## src/rtl/serial_pkg.sv

```systemverilog
// Shared serial-link constants: FSM state encoding, default baud timing, ASCII codes.
// Used by serial_rx and by the tweetboard storage logic downstream.
package serial_pkg;

  localparam int SYSCLK_HZ            = 50_000_000;
  localparam int DEFAULT_BAUD         = 9600;
  localparam int DEFAULT_CLKS_PER_BIT = SYSCLK_HZ / DEFAULT_BAUD;
  localparam int DEFAULT_SYNC_STAGES  = 2;

  localparam int RX_STATE_W = 3;

  typedef enum logic [RX_STATE_W-1:0] {
    ST_IDLE   = 3'd0,
    ST_START  = 3'd1,
    ST_DATA   = 3'd2,
    ST_PARITY = 3'd3,
    ST_STOP   = 3'd4,
    ST_BREAK  = 3'd5
  } rx_state_t;

  localparam logic [7:0] ASCII_BS = 8'h08;

endpackage

```

## src/rtl/rx_bit_timer.sv

```systemverilog
// Purpose: bit-period counter with half-bit and full-bit strike flags, restartable.
// Latency: strikes are combinational from the counter register.
// Backpressure: none; free-running while restart is low.
module rx_bit_timer #(
  parameter int CLKS_PER_BIT = 16
) (
  input  logic sysclk,
  input  logic reset,
  input  logic restart,
  output logic half_hit,
  output logic full_hit
);

  localparam int CW = $clog2(CLKS_PER_BIT);
  localparam logic [CW-1:0] HALF_LAST = CW'(CLKS_PER_BIT / 2 - 1);
  localparam logic [CW-1:0] FULL_LAST = CW'(CLKS_PER_BIT - 1);

  logic [CW-1:0] clk_cnt;

  assign half_hit = (clk_cnt == HALF_LAST);
  assign full_hit = (clk_cnt == FULL_LAST);

  always_ff @(posedge sysclk or negedge reset) begin
    if (!reset) begin
      clk_cnt <= '0;
    end else if (restart || full_hit) begin
      clk_cnt <= '0;
    end else begin
      clk_cnt <= clk_cnt + CW'(1);
    end
  end

endmodule

```

## src/rtl/serial_rx.sv

```systemverilog
// Purpose: UART receiver (8N1, or 8E1 with SERIAL_RX_PARITY_EN) into a one-byte valid/ready holding reg.
// Latency: rx_valid rises on the edge after the mid-stop-bit sample is taken.
// Backpressure: a full, unaccepted holding reg keeps its byte; the newer byte is dropped and overrun sticks.
module serial_rx
  import serial_pkg::*;
#(
  parameter int CLKS_PER_BIT = DEFAULT_CLKS_PER_BIT,
  parameter int SYNC_STAGES  = DEFAULT_SYNC_STAGES
) (
  input  logic       sysclk,
  input  logic       reset,
  input  logic       serialIn,
  output logic [7:0] rx_data,
  output logic       rx_valid,
  input  logic       rx_ready,
  output logic       rx_busy,
  output logic       frame_err,
  output logic       overrun,
  output logic       parity_err
);

  if (CLKS_PER_BIT < 8) begin : g_bad_cpb
    $error("serial_rx: CLKS_PER_BIT must be >= 8");
  end
  if (SYNC_STAGES < 2) begin : g_bad_sync
    $error("serial_rx: SYNC_STAGES must be >= 2");
  end

  logic [SYNC_STAGES-1:0] sync_q;
  logic                   rxs;
  rx_state_t              state_q, state_d;
  logic                   restart, half_hit, full_hit;
  logic [7:0]             shreg_q;
  logic [2:0]             bit_cnt_q;
  logic                   stop_load, stop_bad;
  logic                   par_bad;

  // Synchroniser resets to the idle-high line level so reset never looks like a start bit.
  always_ff @(posedge sysclk or negedge reset) begin
    if (!reset) begin
      sync_q <= '1;
    end else begin
      sync_q <= {sync_q[SYNC_STAGES-2:0], serialIn};
    end
  end
  assign rxs = sync_q[SYNC_STAGES-1];

  rx_bit_timer #(
    .CLKS_PER_BIT(CLKS_PER_BIT)
  ) u_timer (
    .sysclk  (sysclk),
    .reset   (reset),
    .restart (restart),
    .half_hit(half_hit),
    .full_hit(full_hit)
  );

  always_ff @(posedge sysclk or negedge reset) begin
    if (!reset) begin
      state_q <= ST_IDLE;
    end else begin
      state_q <= state_d;
    end
  end

  always_comb begin
    state_d   = state_q;
    restart   = 1'b0;
    stop_load = 1'b0;
    stop_bad  = 1'b0;
    case (state_q)
      ST_IDLE: begin
        restart = 1'b1;
        if (!rxs) state_d = ST_START;
      end
      ST_START: begin
        if (half_hit) begin
          restart = 1'b1;
          state_d = rxs ? ST_IDLE : ST_DATA;
        end
      end
      ST_DATA: begin
        if (full_hit && (bit_cnt_q == 3'd7)) begin
`ifdef SERIAL_RX_PARITY_EN
          state_d = ST_PARITY;
`else
          state_d = ST_STOP;
`endif
        end
      end
`ifdef SERIAL_RX_PARITY_EN
      ST_PARITY: begin
        if (full_hit) state_d = ST_STOP;
      end
`endif
      ST_STOP: begin
        if (full_hit) begin
          if (rxs) begin
            state_d   = ST_IDLE;
            stop_load = !par_bad;
          end else begin
            state_d  = ST_BREAK;
            stop_bad = 1'b1;
          end
        end
      end
      ST_BREAK: begin
        restart = 1'b1;
        if (rxs) state_d = ST_IDLE;
      end
      default: state_d = ST_IDLE;
    endcase
  end

  always_ff @(posedge sysclk or negedge reset) begin
    if (!reset) begin
      shreg_q   <= '0;
      bit_cnt_q <= '0;
    end else if ((state_q == ST_START) && half_hit) begin
      bit_cnt_q <= '0;
    end else if ((state_q == ST_DATA) && full_hit) begin
      shreg_q   <= {rxs, shreg_q[7:1]};
      bit_cnt_q <= bit_cnt_q + 3'd1;
    end
  end

`ifdef SERIAL_RX_PARITY_EN
  logic par_bad_q;
  logic par_mismatch;

  // Even parity: data bits plus parity bit must XOR to zero.
  assign par_mismatch = ^{shreg_q, rxs};

  always_ff @(posedge sysclk or negedge reset) begin
    if (!reset) begin
      par_bad_q  <= 1'b0;
      parity_err <= 1'b0;
    end else begin
      parity_err <= (state_q == ST_PARITY) && full_hit && par_mismatch;
      if ((state_q == ST_PARITY) && full_hit) par_bad_q <= par_mismatch;
    end
  end
  assign par_bad = par_bad_q;
`else
  assign par_bad    = 1'b0;
  assign parity_err = 1'b0;
`endif

  // Holding register: a simultaneous accept frees the slot for the incoming byte.
  always_ff @(posedge sysclk or negedge reset) begin
    if (!reset) begin
      rx_data   <= '0;
      rx_valid  <= 1'b0;
      overrun   <= 1'b0;
      frame_err <= 1'b0;
    end else begin
      frame_err <= stop_bad;
      if (stop_load) begin
        if (!rx_valid || rx_ready) begin
          rx_data  <= shreg_q;
          rx_valid <= 1'b1;
        end else begin
          overrun <= 1'b1;
        end
      end else if (rx_valid && rx_ready) begin
        rx_valid <= 1'b0;
      end
    end
  end

  assign rx_busy = (state_q != ST_IDLE);

endmodule

```

## config.mk

```make
export PLATFORM = sky130hd
export DESIGN_NAME = serial_rx
export DESIGN_NICKNAME = d
export VERILOG_FILES = /design/src/rtl/serial_pkg.sv /design/src/rtl/rx_bit_timer.sv /design/src/rtl/serial_rx.sv
export SDC_FILE = /design/constraint.sdc
export NUM_CORES = 1
export LEC_CHECK = 0
export BUFFER_PORTS_ARGS = -buffer_cell sky130_fd_sc_hd__buf_2
export CAP_MARGIN = 40
export CORE_MARGIN = 5
export CORE_UTILIZATION = 35
export CTS_CLUSTER_SIZE = 24
export DETAILED_ROUTE_END_ITERATION = 12
export PLACE_DENSITY = 0.51
export SYNTH_ARGS = -nofsm -noshare
export SYNTH_HDL_FRONTEND = slang
export SYNTH_SLANG_ARGS = --single-unit
export TNS_END_PERCENT = 10
```

## constraint.sdc

```tcl
create_clock -name sysclk -period 4.16 [get_ports sysclk]
set_input_delay 0.832 -clock sysclk [delete_from_list [all_inputs] [get_ports sysclk]]
set_output_delay 0.832 -clock sysclk [all_outputs]
set_load 0.05 [all_outputs]
```

**Word-level counts from Yosys, hierarchy flattened**

Cells that the tools add are included.

- Register bits after elaboration: 40
- Bits in latches: 0
- RAM bits: 0
- Memory bits (read-only): 0
- Input bits: 4
- Output and inout bits: 13
- Word-level logic and storage cells: 65
- Memories: 0

- Add/subtract/negate cells: 2
- Multipliers: 0
- Div/mod/pow operators: 0
- $lt $le $gt $ge: 0
- Eq/ne operators: 13
- Shift operators: 0
- Mux-type cells: 22
- Bitwise gates (word level): 2
- Reductions and logical operators: 17

Operator list:

| cell | number |
|---|---|
| 2-to-1 mux 3 bit | 8 |
| one-hot mux 3 bit (5 select lines) | 1 |
| adder 13 x 1 -> 13 bit, second input constant | 1 |
| == test 13 x 12 -> 1 bit, second input constant | 1 |
| == test 13 bit, second input constant | 1 |
| 2-to-1 mux 13 bit | 1 |
| 2-to-1 mux 1 bit | 10 |
| != test 2 bit, second input constant | 5 |
| == test 3 bit, second input constant | 3 |
| AND reduction 2 bit | 4 |
| AND reduction 5 bit | 1 |
| logical AND 1 bit | 4 |
| nonzero test 2 bit | 2 |
| adder 3 x 1 -> 3 bit, second input constant | 1 |
| == test 3 x 1 -> 1 bit, second input constant | 1 |
| == test 3 x 2 -> 1 bit, second input constant | 1 |
| zero test 3 bit | 1 |
| nonzero test 3 bit | 1 |
| logical OR 1 bit | 2 |
| 2-to-1 mux 2 bit | 1 |
| != test 2 x 1 -> 1 bit, second input constant | 1 |
| inverter 1 bit | 2 |
| one-hot mux 1 bit (2 select lines) | 1 |
| OR reduction 2 bit | 1 |
| zero test 1 bit | 1 |

**Logic depth before layout (Yosys ltp)**

- Word-level depth: 5
- Gate-level depth with buffers: 7
- Gate-level depth less buffers: 5

**Cells and area by module**

A second synthesis with hierarchy kept.

- Cell total of the unflattened synthesis: 150
- Area total of the unflattened synthesis: 1831.8 um2

Modules (own cells, without submodules):

| module | times used | cells an instance | area an instance (um2) |
|---|---|---|---|
| serial_rx | 1 | 80 | 1132.3 |
| rx_bit_timer | 1 | 70 | 699.4 |

**Worst setup path after synthesis**

No wires, ideal clock.

- Path kind: reg-to-reg
- Start point: register u_timer.clk_cnt[0]
- End point: register rx_data[0]
- Library setup time: 0.125 ns
- Arrival time: 2.159 ns
- Slack: 1.876 ns
- Stages on the path, launching flop included: 8
- Clock period less this slack: 2.284 ns
- Path through: dfrtp_1 -> ha_1 -> or3b_1 -> buf_6 -> nor4b_4 -> and4_1 -> buf_6 -> mux2_4

- Longest elaborated chain between the ends: 4

Ends and longest elaborated chain:

| item | RTL line | text |
|---|---|---|
| start: declaration | rx_bit_timer.sv:18 | `logic [CW-1:0] clk_cnt;` |
| start signal: assignment | rx_bit_timer.sv:29 | `clk_cnt <= clk_cnt + CW'(1);` |
| == test 13 bit | rx_bit_timer.sv:21 | `assign full_hit = (clk_cnt == FULL_LAST);` |
| 2-to-1 mux 1 bit | serial_rx.sv:97 | `if (full_hit) begin` |
| 2-to-1 mux 1 bit | serial_rx.sv:71 | `case (state_q)` |
| AND reduction 2 bit (no source line) | - |  |
| end signal: assignment | serial_rx.sv:160 | `rx_data <= shreg_q;` |
| end: declaration | serial_rx.sv:13 | `output logic [7:0] rx_data,` |

No other way between the ends.
A chain may end at the register's enable or synchronous reset.

**Final worst setup path**

- Start point: register u_timer.clk_cnt[0]
- End point: register rx_data[1]

The elaborated chain is that of the path after synthesis.

==> metrics.csv <==
stage,metric,value,unit
cts,H-tree depth,2,
global_routing,grt total ovfl,0,
job,maxcap violations,0,
logic_synthesis,Synth Area per Inst,12.0,um^2
sta,worst setup margin,1.47,ns
global_routing,vias in the first global route,1177,
logic_synthesis,share of the yosys chip area belonging to registers,53.3,%
run_status,status,completed,
cts,CTS tree,done,
cts,Worst-path clk slew,0.08,ns
drt,DR iter-0 viols,41,
cts,hold buffers post-CTS,0,
finish,"commonest non-fill, non-tap cells in the layout","dfrtp_1, nor2_1, buf_2",
worst_setup_path,critical-path cell list,"ha_1, or3b_1, nor4b_4, and4_1, mux2_4",
cts,total CTS buffers,5,
global_routing,GR peak layer,met2,
cts,post-CTS sizing,0,
drt,Remaining DRCs,0,
sta,final setup violation count,0,
finish,Final #Nets,181,
sta,Fin Hold WS,0.361,ns
global_routing,met1 usage,13.6,%
global_routing,first-pass GRT wire length,5690,um
power_and_ir_drop,peak supply drop,0.000154,V
sta,Fin Setup TNS,0,ns
worst_setup_path,Worst setup SP type,flop,
global_routing,met2 Use GR,15.0,%
sta,"Hold Vio Cnt, Final",0,
floorplan,Die H,83.3,um
logic_synthesis,"Distinct cells, synth",42,
global_routing,Total GRT Usage,10.2,%
drt,post-DR wirelength/cell,13.1,um
global_routing,initial antenna violation count,0,
finish,share of layout cells above drive strength 1,26.9,%
global_routing,met3 usage,3.76,%
floorplan,die area,6940,um^2
placement,GP Congestion,0.785,
finish,Antenna Cells,0,
drt,DRT Pass-1 Iters,4,
finish,Util after Layout,41.5,%
placement,detailed placement HPWL,2410,um
cts,Clock Sinks,40,
worst_setup_path,critical path peak fanout,8,
logic_synthesis,Mapped Cells,157,
floorplan,Initial Util,36.4,%
logic_synthesis,"Warnings, synthesis",0,
cts,Post-CTS Setup Inserts,0,
min_path,worst min path class,reg -> reg,
drt,post-route ant nets,0,
logic_synthesis,synthesized area,1880,um^2
power_and_ir_drop,Pwr Density,339,nW/um^2
cts,root buf cell,clkbuf_8,
sta,worst-margin pin slew,0.599,ns
worst_setup_path,"Largest stage delay, worst path",0.58,ns
floorplan,standard cell core area,5170,um^2
finish,"commonest non-fill, non-tap cell in the layout",dfrtp_1,
floorplan,IO Count,17,
finish,Area Growth Syn to Fin,14.0,%
power_and_ir_drop,leakage power,1.01,nW
cts,Clock Latency Late Sink,0.29,ns
drt,Via density,4.82,
sta,fin. max-slew vios,0,
worst_setup_path,slowest cell on the critical path,and4_1,
sta,slew margin rel.,59.8,%
drt,via count,1180,
placement,dpl ws,1.48,ns
global_routing,largest net degree at the start of global routing,22,
worst_setup_path,CP endpoint kind,flop,
worst_setup_path,Worst EP required,4.34,ns
logic_synthesis,post-synthesis register bit count,40,
sta,Tcrit/Tclk final,64.6,%
sta,RSZ-0062 raised after global routing,no,
floorplan,die width,83.3,um
cts,clock tree buffer depth,2,
worst_setup_path,crit path DAT,2.87,ns
worst_setup_path,critical path class,reg -> reg,
sta,FMAX,372,MHz
sta,clk_skew,0.00704,ns
placement,Port-buffer cells,15,
logic_synthesis,Syn Nets,164,
sta,post-route minimum period,2.69,ns
floorplan,row count,26,
drt,final WL,3200,um
==> synth_stat cells, drive strengths merged <==
cell	n	area, um^2
dfrtp	38	951
nor2	19	71.3
mux2	17	221
nand2	10	37.5
xnor2	7	61.3
inv	6	22.5
nor4	6	52.6
nand3	5	25.0
xor2	5	43.8
buf	4	35.0
ha	3	37.5
nand4b	3	26.3
a22o	2	17.5
and3	2	13.8
and4	2	17.5
clkbuf	2	7.51
dfstp	2	52.6
nand2b	2	12.5
nand4	2	12.5
nor3	2	10.0
nor4b	2	32.5
or4	2	15.0
a211o	1	8.76
a21oi	1	5.00
a221oi	1	8.76
a31o	1	8.76
and2	1	6.26
and4b	1	10.0
conb	1	3.75
maj3	1	10.0
nand3b	1	7.51
nor2b	1	6.26
o21ai	1	5.00
o21bai	1	7.51
o2bb2ai	1	8.76
or3b	1	8.76
==> registers in the layout (all words and copies together) (netlist names) <==
register,flops
bit_cnt_q,3
frame_err,1
overrun,1
rx_data,8
rx_valid,1
shreg_q,8
state_q,3
sync_q,2
u_timer.clk_cnt,13
==> through the flow <==
stage	instances	area (um^2)	total power, mW
2_1_floorplan	157	1880	0.402
3_3_place_gp	236	2000	0.411
3_5_place_dp	237	2030	0.414
4_1_cts	245	2140	0.737
5_1_grt	245	2140	0.758
6_report	245	2140	0.728
==> cell families (layout without fill, tap and decap cells) <==
group	Yosys count	count (layout)	synth area share, %
AND/OR/NAND/NOR	62	62	19.4
multiplexers	17	17	11.8
other	1	1	0.199
AO/OA/AOI/OAI	9	9	3.72
XOR/XNOR	12	12	5.59
flip-flops	40	40	53.3
buffers and inverters	12	30	3.46
adder cells (fa/ha/maj)	4	4	2.53
==> worst max-delay path, delay by kind of cell (launching register included) <==
family	cells	cell delay, ns
adder cells (fa/ha/maj)	1	0.26
flip-flops	1	0.41
multiplexers	1	0.34
AND/OR/NAND/NOR	3	1.56
==> routing by layer <==
metal | wire (um) | up-vias
li1 | - | 580
met1 | 1550 | 574
met2 | 1460 | 24
met3 | 165 | 2
met4 | 25 | 0
met5 | 0 | -
==> where the power goes <==
part           leakage (nW)  switching, mW  internal (mW)
registers             0.537        0.00122          0.390
clock network        0.0548          0.142          0.181
logic                 0.422        0.00986        0.00421
==> final timing paths <==
kind	startpoint	endpoint	slack, ns	cells past startpoint
worst max-delay path	u_timer.clk_cnt[0]	rx_data[1]	1.47	5
worst min-delay path	sync_q[0]	sync_q[1]	0.36	0
worst max register to register	u_timer.clk_cnt[0]	rx_data[1]	1.47	5
worst min register to register	sync_q[0]	sync_q[1]	0.36	0
max in group asynchronous	reset	sync_q[1]	3.12	2
min in group asynchronous	reset	rx_data[0]	0.49	1
==> cell type report <==
type,instances,area [um^2]
Clock buffer,5,68.8
Clock inverter,3,46.3
Fill cell,477,3030
Inverter,6,22.5
Multi-Input combinational cell,105,813
Sequential cell,40,1000
Tap cell,70,87.6
Timing Repair Buffer,16,103
No activity file was read; power rests on OpenSTA's default activity.
